<file path="src/rtl/bcd_seq_ctrl_if.sv">
// Request/grant/result bundle between two conversion requesters and the
// shared binary-to-BCD sequencer.
interface bcd_seq_ctrl_if;
   logic       REQ_A;
   logic [7:0] BIN_A;
   logic       REQ_B;
   logic [7:0] BIN_B;
   logic       GNT_A;
   logic       GNT_B;
   logic       BUSY;
   logic       DONE;
   logic       SRC;
   logic [3:0] H;
   logic [3:0] T;
   logic [3:0] O;

   modport master (
      output REQ_A, BIN_A, REQ_B, BIN_B,
      input  GNT_A, GNT_B, BUSY, DONE, SRC, H, T, O
   );

   modport slave (
      input  REQ_A, BIN_A, REQ_B, BIN_B,
      output GNT_A, GNT_B, BUSY, DONE, SRC, H, T, O
   );
endinterface

</file>
<file path="src/rtl/bcd_seq_ctrl.sv">
// Two-requester round-robin front end around a serial double-dabble
// converter: 8-bit binary in, three registered BCD digits out.
module bcd_seq_ctrl (
   input  logic         CLK,
   input  logic         RST,
   bcd_seq_ctrl_if.slave bus
);

   typedef enum logic [1:0] {
      IDLE  = 2'd0,
      SHIFT = 2'd1,
      FIN   = 2'd2
   } state_t;

   state_t      state_q, state_d;
   logic [2:0]  cnt_q, cnt_d;
   logic        prefer_b_q, prefer_b_d;
   logic        gnt_a_q, gnt_a_d;
   logic        gnt_b_q, gnt_b_d;
   logic        src_q, src_d;
   logic [3:0]  h_q, h_d;
   logic [3:0]  t_q, t_d;
   logic [3:0]  o_q, o_d;

   logic [7:0]  sr_q, sr_d;
   logic [11:0] bcd_q, bcd_d;
   logic        owner_q, owner_d;

   logic        pick_b;
   logic [11:0] bcd_adj;
   logic [19:0] shifted;

   function automatic logic [3:0] adj_digit(input logic [3:0] d);
      return (d >= 4'd5) ? (d + 4'd3) : d;
   endfunction

   always_comb begin
      state_d    = state_q;
      cnt_d      = cnt_q;
      prefer_b_d = prefer_b_q;
      gnt_a_d    = 1'b0;
      gnt_b_d    = 1'b0;
      src_d      = src_q;
      h_d        = h_q;
      t_d        = t_q;
      o_d        = o_q;
      sr_d       = sr_q;
      bcd_d      = bcd_q;
      owner_d    = owner_q;
      pick_b     = 1'b0;

      bcd_adj = {adj_digit(bcd_q[11:8]), adj_digit(bcd_q[7:4]), adj_digit(bcd_q[3:0])};
      shifted = {bcd_adj, sr_q} << 1;

      case (state_q)
         IDLE: begin
            if (bus.REQ_A || bus.REQ_B) begin
               // B wins when alone, or when both ask and A was served last.
               pick_b     = bus.REQ_B && (!bus.REQ_A || prefer_b_q);
               owner_d    = pick_b;
               sr_d       = pick_b ? bus.BIN_B : bus.BIN_A;
               bcd_d      = 12'd0;
               cnt_d      = 3'd0;
               gnt_a_d    = !pick_b;
               gnt_b_d    = pick_b;
               prefer_b_d = !pick_b;
               state_d    = SHIFT;
            end
         end
         SHIFT: begin
            bcd_d = shifted[19:8];
            sr_d  = shifted[7:0];
            cnt_d = cnt_q + 3'd1;
            if (cnt_q == 3'd7) begin
               h_d     = shifted[19:16];
               t_d     = shifted[15:12];
               o_d     = shifted[11:8];
               src_d   = owner_q;
               state_d = FIN;
            end
         end
         FIN: begin
            state_d = IDLE;
         end
         default: begin
            state_d = IDLE;
         end
      endcase
   end

   always_ff @(posedge CLK) begin
      if (RST) begin
         state_q    <= IDLE;
         cnt_q      <= 3'd0;
         prefer_b_q <= 1'b0;
         gnt_a_q    <= 1'b0;
         gnt_b_q    <= 1'b0;
         src_q      <= 1'b0;
         h_q        <= 4'd0;
         t_q        <= 4'd0;
         o_q        <= 4'd0;
      end else begin
         state_q    <= state_d;
         cnt_q      <= cnt_d;
         prefer_b_q <= prefer_b_d;
         gnt_a_q    <= gnt_a_d;
         gnt_b_q    <= gnt_b_d;
         src_q      <= src_d;
         h_q        <= h_d;
         t_q        <= t_d;
         o_q        <= o_d;
      end
   end

   // Working registers are always reloaded on acceptance, so they need no reset.
   always_ff @(posedge CLK) begin
      sr_q    <= sr_d;
      bcd_q   <= bcd_d;
      owner_q <= owner_d;
   end

   assign bus.GNT_A = gnt_a_q;
   assign bus.GNT_B = gnt_b_q;
   assign bus.BUSY  = (state_q != IDLE);
   assign bus.DONE  = (state_q == FIN);
   assign bus.SRC   = src_q;
   assign bus.H     = h_q;
   assign bus.T     = t_q;
   assign bus.O     = o_q;

endmodule
</file>
<file path="src/flat_wrapper.sv">
// flat-port wrapper written by rule: the top's interface ports become plain ports
module bcd_seq_ctrl_flat 
  (CLK, RST, bus_REQ_A, bus_BIN_A, bus_REQ_B, bus_BIN_B, bus_GNT_A, bus_GNT_B, bus_BUSY, bus_DONE, bus_SRC, bus_H, bus_T, bus_O);
  bcd_seq_ctrl_if bus_i ();
  input  logic CLK;
  input  logic RST;
  input wire logic [$bits(bus_i.REQ_A)-1:0] bus_REQ_A;
  input wire logic [$bits(bus_i.BIN_A)-1:0] bus_BIN_A;
  input wire logic [$bits(bus_i.REQ_B)-1:0] bus_REQ_B;
  input wire logic [$bits(bus_i.BIN_B)-1:0] bus_BIN_B;
  output wire logic [$bits(bus_i.GNT_A)-1:0] bus_GNT_A;
  output wire logic [$bits(bus_i.GNT_B)-1:0] bus_GNT_B;
  output wire logic [$bits(bus_i.BUSY)-1:0] bus_BUSY;
  output wire logic [$bits(bus_i.DONE)-1:0] bus_DONE;
  output wire logic [$bits(bus_i.SRC)-1:0] bus_SRC;
  output wire logic [$bits(bus_i.H)-1:0] bus_H;
  output wire logic [$bits(bus_i.T)-1:0] bus_T;
  output wire logic [$bits(bus_i.O)-1:0] bus_O;
  assign bus_i.REQ_A = bus_REQ_A;
  assign bus_i.BIN_A = bus_BIN_A;
  assign bus_i.REQ_B = bus_REQ_B;
  assign bus_i.BIN_B = bus_BIN_B;
  assign bus_GNT_A = bus_i.GNT_A;
  assign bus_GNT_B = bus_i.GNT_B;
  assign bus_BUSY = bus_i.BUSY;
  assign bus_DONE = bus_i.DONE;
  assign bus_SRC = bus_i.SRC;
  assign bus_H = bus_i.H;
  assign bus_T = bus_i.T;
  assign bus_O = bus_i.O;
  bcd_seq_ctrl u_core (.CLK(CLK), .RST(RST), .bus(bus_i));
endmodule
</file>
<file path="config.mk">
export PLATFORM = sky130hd
export DESIGN_NAME = bcd_seq_ctrl_flat
export DESIGN_NICKNAME = d
export VERILOG_FILES = /design/src/rtl/bcd_seq_ctrl_if.sv /design/src/rtl/bcd_seq_ctrl.sv /design/src/flat_wrapper.sv
export SDC_FILE = /design/constraint.sdc
export NUM_CORES = 1
export LEC_CHECK = 0
export CAP_MARGIN = 15
export CORE_MARGIN = 2
export CORE_UTILIZATION = 51
export CTS_CLUSTER_SIZE = 14
export DETAILED_ROUTE_END_ITERATION = 6
export GPL_ROUTABILITY_DRIVEN = 0
export MAX_ROUTING_LAYER = met4
export PLACE_DENSITY = 0.85
export SETUP_SLACK_MARGIN = 0.05
export SLEW_MARGIN = 40
export SYNTH_ARGS = -nofsm -noshare
export SYNTH_HDL_FRONTEND = slang
export SYNTH_SLANG_ARGS = --single-unit
</file>
<file path="constraint.sdc">
create_clock -name CLK -period 2.4 [get_ports CLK]
set_input_delay 0.48 -clock CLK [delete_from_list [all_inputs] [get_ports CLK]]
set_output_delay 0.48 -clock CLK [all_outputs]
set_load 0.1 [all_outputs]
</file>
==> flow_metrics.py <==
metrics = {
    "synth": {
        "synthesis.nets": 210,
        "yosysSeqAreaShare_pct": 54.4,
        "ys_types": 31,
        "ys_ff_latch": 42,
        "post_synth.cell_area_avg_um2": 10.6,
        "async_flop_share_pct": 0,
        "synth_cells": 182,
        "synth_area_um2": 1930,
        "synth-edff-count": 21,
        "yosysWarnings": 0,
        "synth_ff_type": "edfxtp_1",
    },
    "layout": {
        "layout.cells.most_common_list": "buf_4, edfxtp_1, dfxtp_1, clkdlybuf4s50_1, nor2_1",
        "synthToLayoutAreaGrowth_pct": 27.9,
        "drive_above_1_share_pct": 18.5,
        "antenna_cells": 0,
        "nets": 254,
        "final_core_util_pct": 67.5,
        "instances_no_fill": 275,
        "final_common_cell": "buf_4",
    },
    "detailed_routing": {
        "vias": 1421,
        "vias_per_cell": 5.17,
        "firstDrtPassIters": 6,
        "drt_iter0_markers": 54,
        "drc": 0,
        "postRouteAntennaNets": 0,
        "wl_per_cell_um": 12.7,
        "wl_um": 3480,
    },
    "cts": {
        "cts_root_buffer": "clkbuf_8",
        "post_cts_resized": 0,
        "cts_tree": "yes",
        "clk_latency_ns": 0.29,
        "clk_transition_reported_paths_ns": 0.08,
        "hold_buffers": 0,
        "clockBufferDepth": 2,
        "h-tree-depth": 2,
        "cts.sinks": 42,
        "postCtsSetupBuffers": 0,
        "numCtsBuffers": 5,
    },
    "timing": {
        "fin_skew_ns": 0.00477,
        "whs_ns": 0.461,
        "fmax_ghz": 0.535,
        "finalSetupViolations": 0,
        "rsz0062_at_grt": "false",
        "maxSlewViolCount": 0,
        "layout_min_cycle_time_ns": 1.87,
        "fin_tns_setup_ns": 0,
        "slew_headroom_pct": 74.1,
        "hold_viol": 0,
        "worstMarginPinSlew_ns": 0.389,
        "period_share_pct": 77.8,
    },
    "setup_path": {
        "cp-end-kind": "flop",
        "required_ns": 2.61,
        "cp_max_fo": 4,
        "timing.rr.end": "u_core.bus.H[2]",
        "arrival_ns": 2.08,
        "reg2regPathDepth": 6,
        "worst-r2r-setup-slack_ns": 0.53,
        "r2r_start": "u_core.bcd_q[8]",
        "crit_path_start_kind": "flop",
        "path_class": "flop to flop",
    },
    "floorplanning": {
        "die_x_um": 65.5,
        "core_region_area_um2": 3660,
        "die_h_um": 65.5,
        "die_area_um2": 4290,
        "pin_count": 37,
        "start_util_pct": 52.7,
        "rows": 22,
    },
    "global_route": {
        "antenna_found_initial": 0,
        "grtUsageTotal_pct": 19.1,
        "grt_pass1_wl_um": 5980,
        "grt_overflow_total": 0,
        "grt_max_degree": 20,
        "grt_pass1_vias": 1371,
    },
    "power_and_ir_drop": {
        "p_leak_nw": 1.03,
        "power_density_nw_per_um2": 768,
        "ir_drop_uv": 601,
    },
    "min_path": {
        "worstHoldStart": "u_core.bus.O[0]",
        "hp-class": "flop to flop",
        "holdPathStages": 2,
        "min_to": "u_core.bus.O[0]",
    },
    "place": {
        "portBuffers": 36,
        "dpl.cell_count": 267,
        "dp_hpwl_um": 2580,
    },
    "outcome": {
        "status": "complete, no violations",
    },
    "run": {
        "max_cap_violations": 0,
    },
}
## synthesized netlist by cell type (all sizes together) (6+ instances only)
| cell | instances | area (um2) |
|---|---|---|
| ha | 8 | 100 |
| nor2 | 19 | 73.8 |
| nand2 | 15 | 63.8 |
| inv | 10 | 37.5 |
| mux2i | 9 | 90.1 |
| a211oi | 6 | 50.1 |
| a21oi | 14 | 70.1 |
| dfxtp | 21 | 420 |
| o21ai | 14 | 70.1 |
| edfxtp | 21 | 631 |
| nand2b | 7 | 43.8 |
## final cells by class
cell class                      count  area [um2]
Inverter                           10        37.5
Tap cell                           48        60.1
Fill cell                         305        1190
Clock inverter                      2        60.1
Clock buffer                        6        82.6
Timing Repair Buffer               45         385
Multi-Input combinational cell    122         793
Sequential cell                    42        1050
## routing by layer
metal | part of all wire, % | global-route usage [%] | wire length, um
met4 | 1.4 | 6.51 | 48
met1 | 44 | 22.2 | 1530
met3 | 5.4 | 6.34 | 188
met2 | 49 | 31.1 | 1710
met5 | 0 | - | 0
## state kept, by name, summed over array words and instances (netlist names)
signal,count
u_core.bcd_q,12
u_core.bus.GNT_A,1
u_core.bus.GNT_B,1
u_core.bus.H,4
u_core.bus.O,4
u_core.bus.SRC,1
u_core.bus.T,4
u_core.cnt_q,3
u_core.owner_q,1
u_core.prefer_b_q,1
u_core.sr_q,8
u_core.state_q,2
## worst max-delay path: stages (launching register included)
cell	delay, ns
edfxtp_1	0.44
inv_1	0.12
ha_1	0.20
nand2b_1	0.06
a21oi_1	0.32
mux2_2	0.39
a211oi_1	0.25
## how the worst max path moves through the flow
stage                       to               from  cells past startpoint  slack [ns]
2_1_floorplan  u_core.bcd_q[0]  u_core.state_q[1]                      3        0.13
3_3_place_gp    u_core.sr_q[7]          bus_REQ_A                      6        0.54
3_5_place_dp    u_core.sr_q[5]          bus_REQ_A                      6        0.48
4_1_cts        u_core.bus.H[2]    u_core.bcd_q[8]                      6        0.54
5_1_grt        u_core.bus.H[2]    u_core.bcd_q[8]                      6        0.43
6_report       u_core.bus.H[2]    u_core.bcd_q[8]                      6        0.53
## stage by stage
stage | power, W | setup WS (ns) | cell area (um2)
floorplan | 0.00113 | 0.129 | 1930
global placement | 0.00122 | 0.542 | 2330
detailed placement | 0.00123 | 0.478 | 2330
CTS | 0.00191 | 0.539 | 2470
global route | 0.00199 | 0.433 | 2470
finish | 0.00190 | 0.532 | 2470
## cell families after synthesis
logic type,count (synthesis),share of synthesized area (%)
adder cells (fa/ha/maj),8,5.18
AND/OR/NAND/NOR,64,17.7
multiplexers,12,6.42
XOR/XNOR,3,1.36
AO/OA/AOI/OAI,35,10.4
flip-flops,42,54.4
buffers and inverters,18,4.47
## power breakdown
group,internal (W),switching (W),leakage (nW)
Sequential,0.000840,0.0000393,0.391
Clock,0.000443,0.000235,0.0714
Combinational,0.000150,0.000188,0.567
Total,0.00143,0.000463,1.03
(Power assumes the default switching activity.)
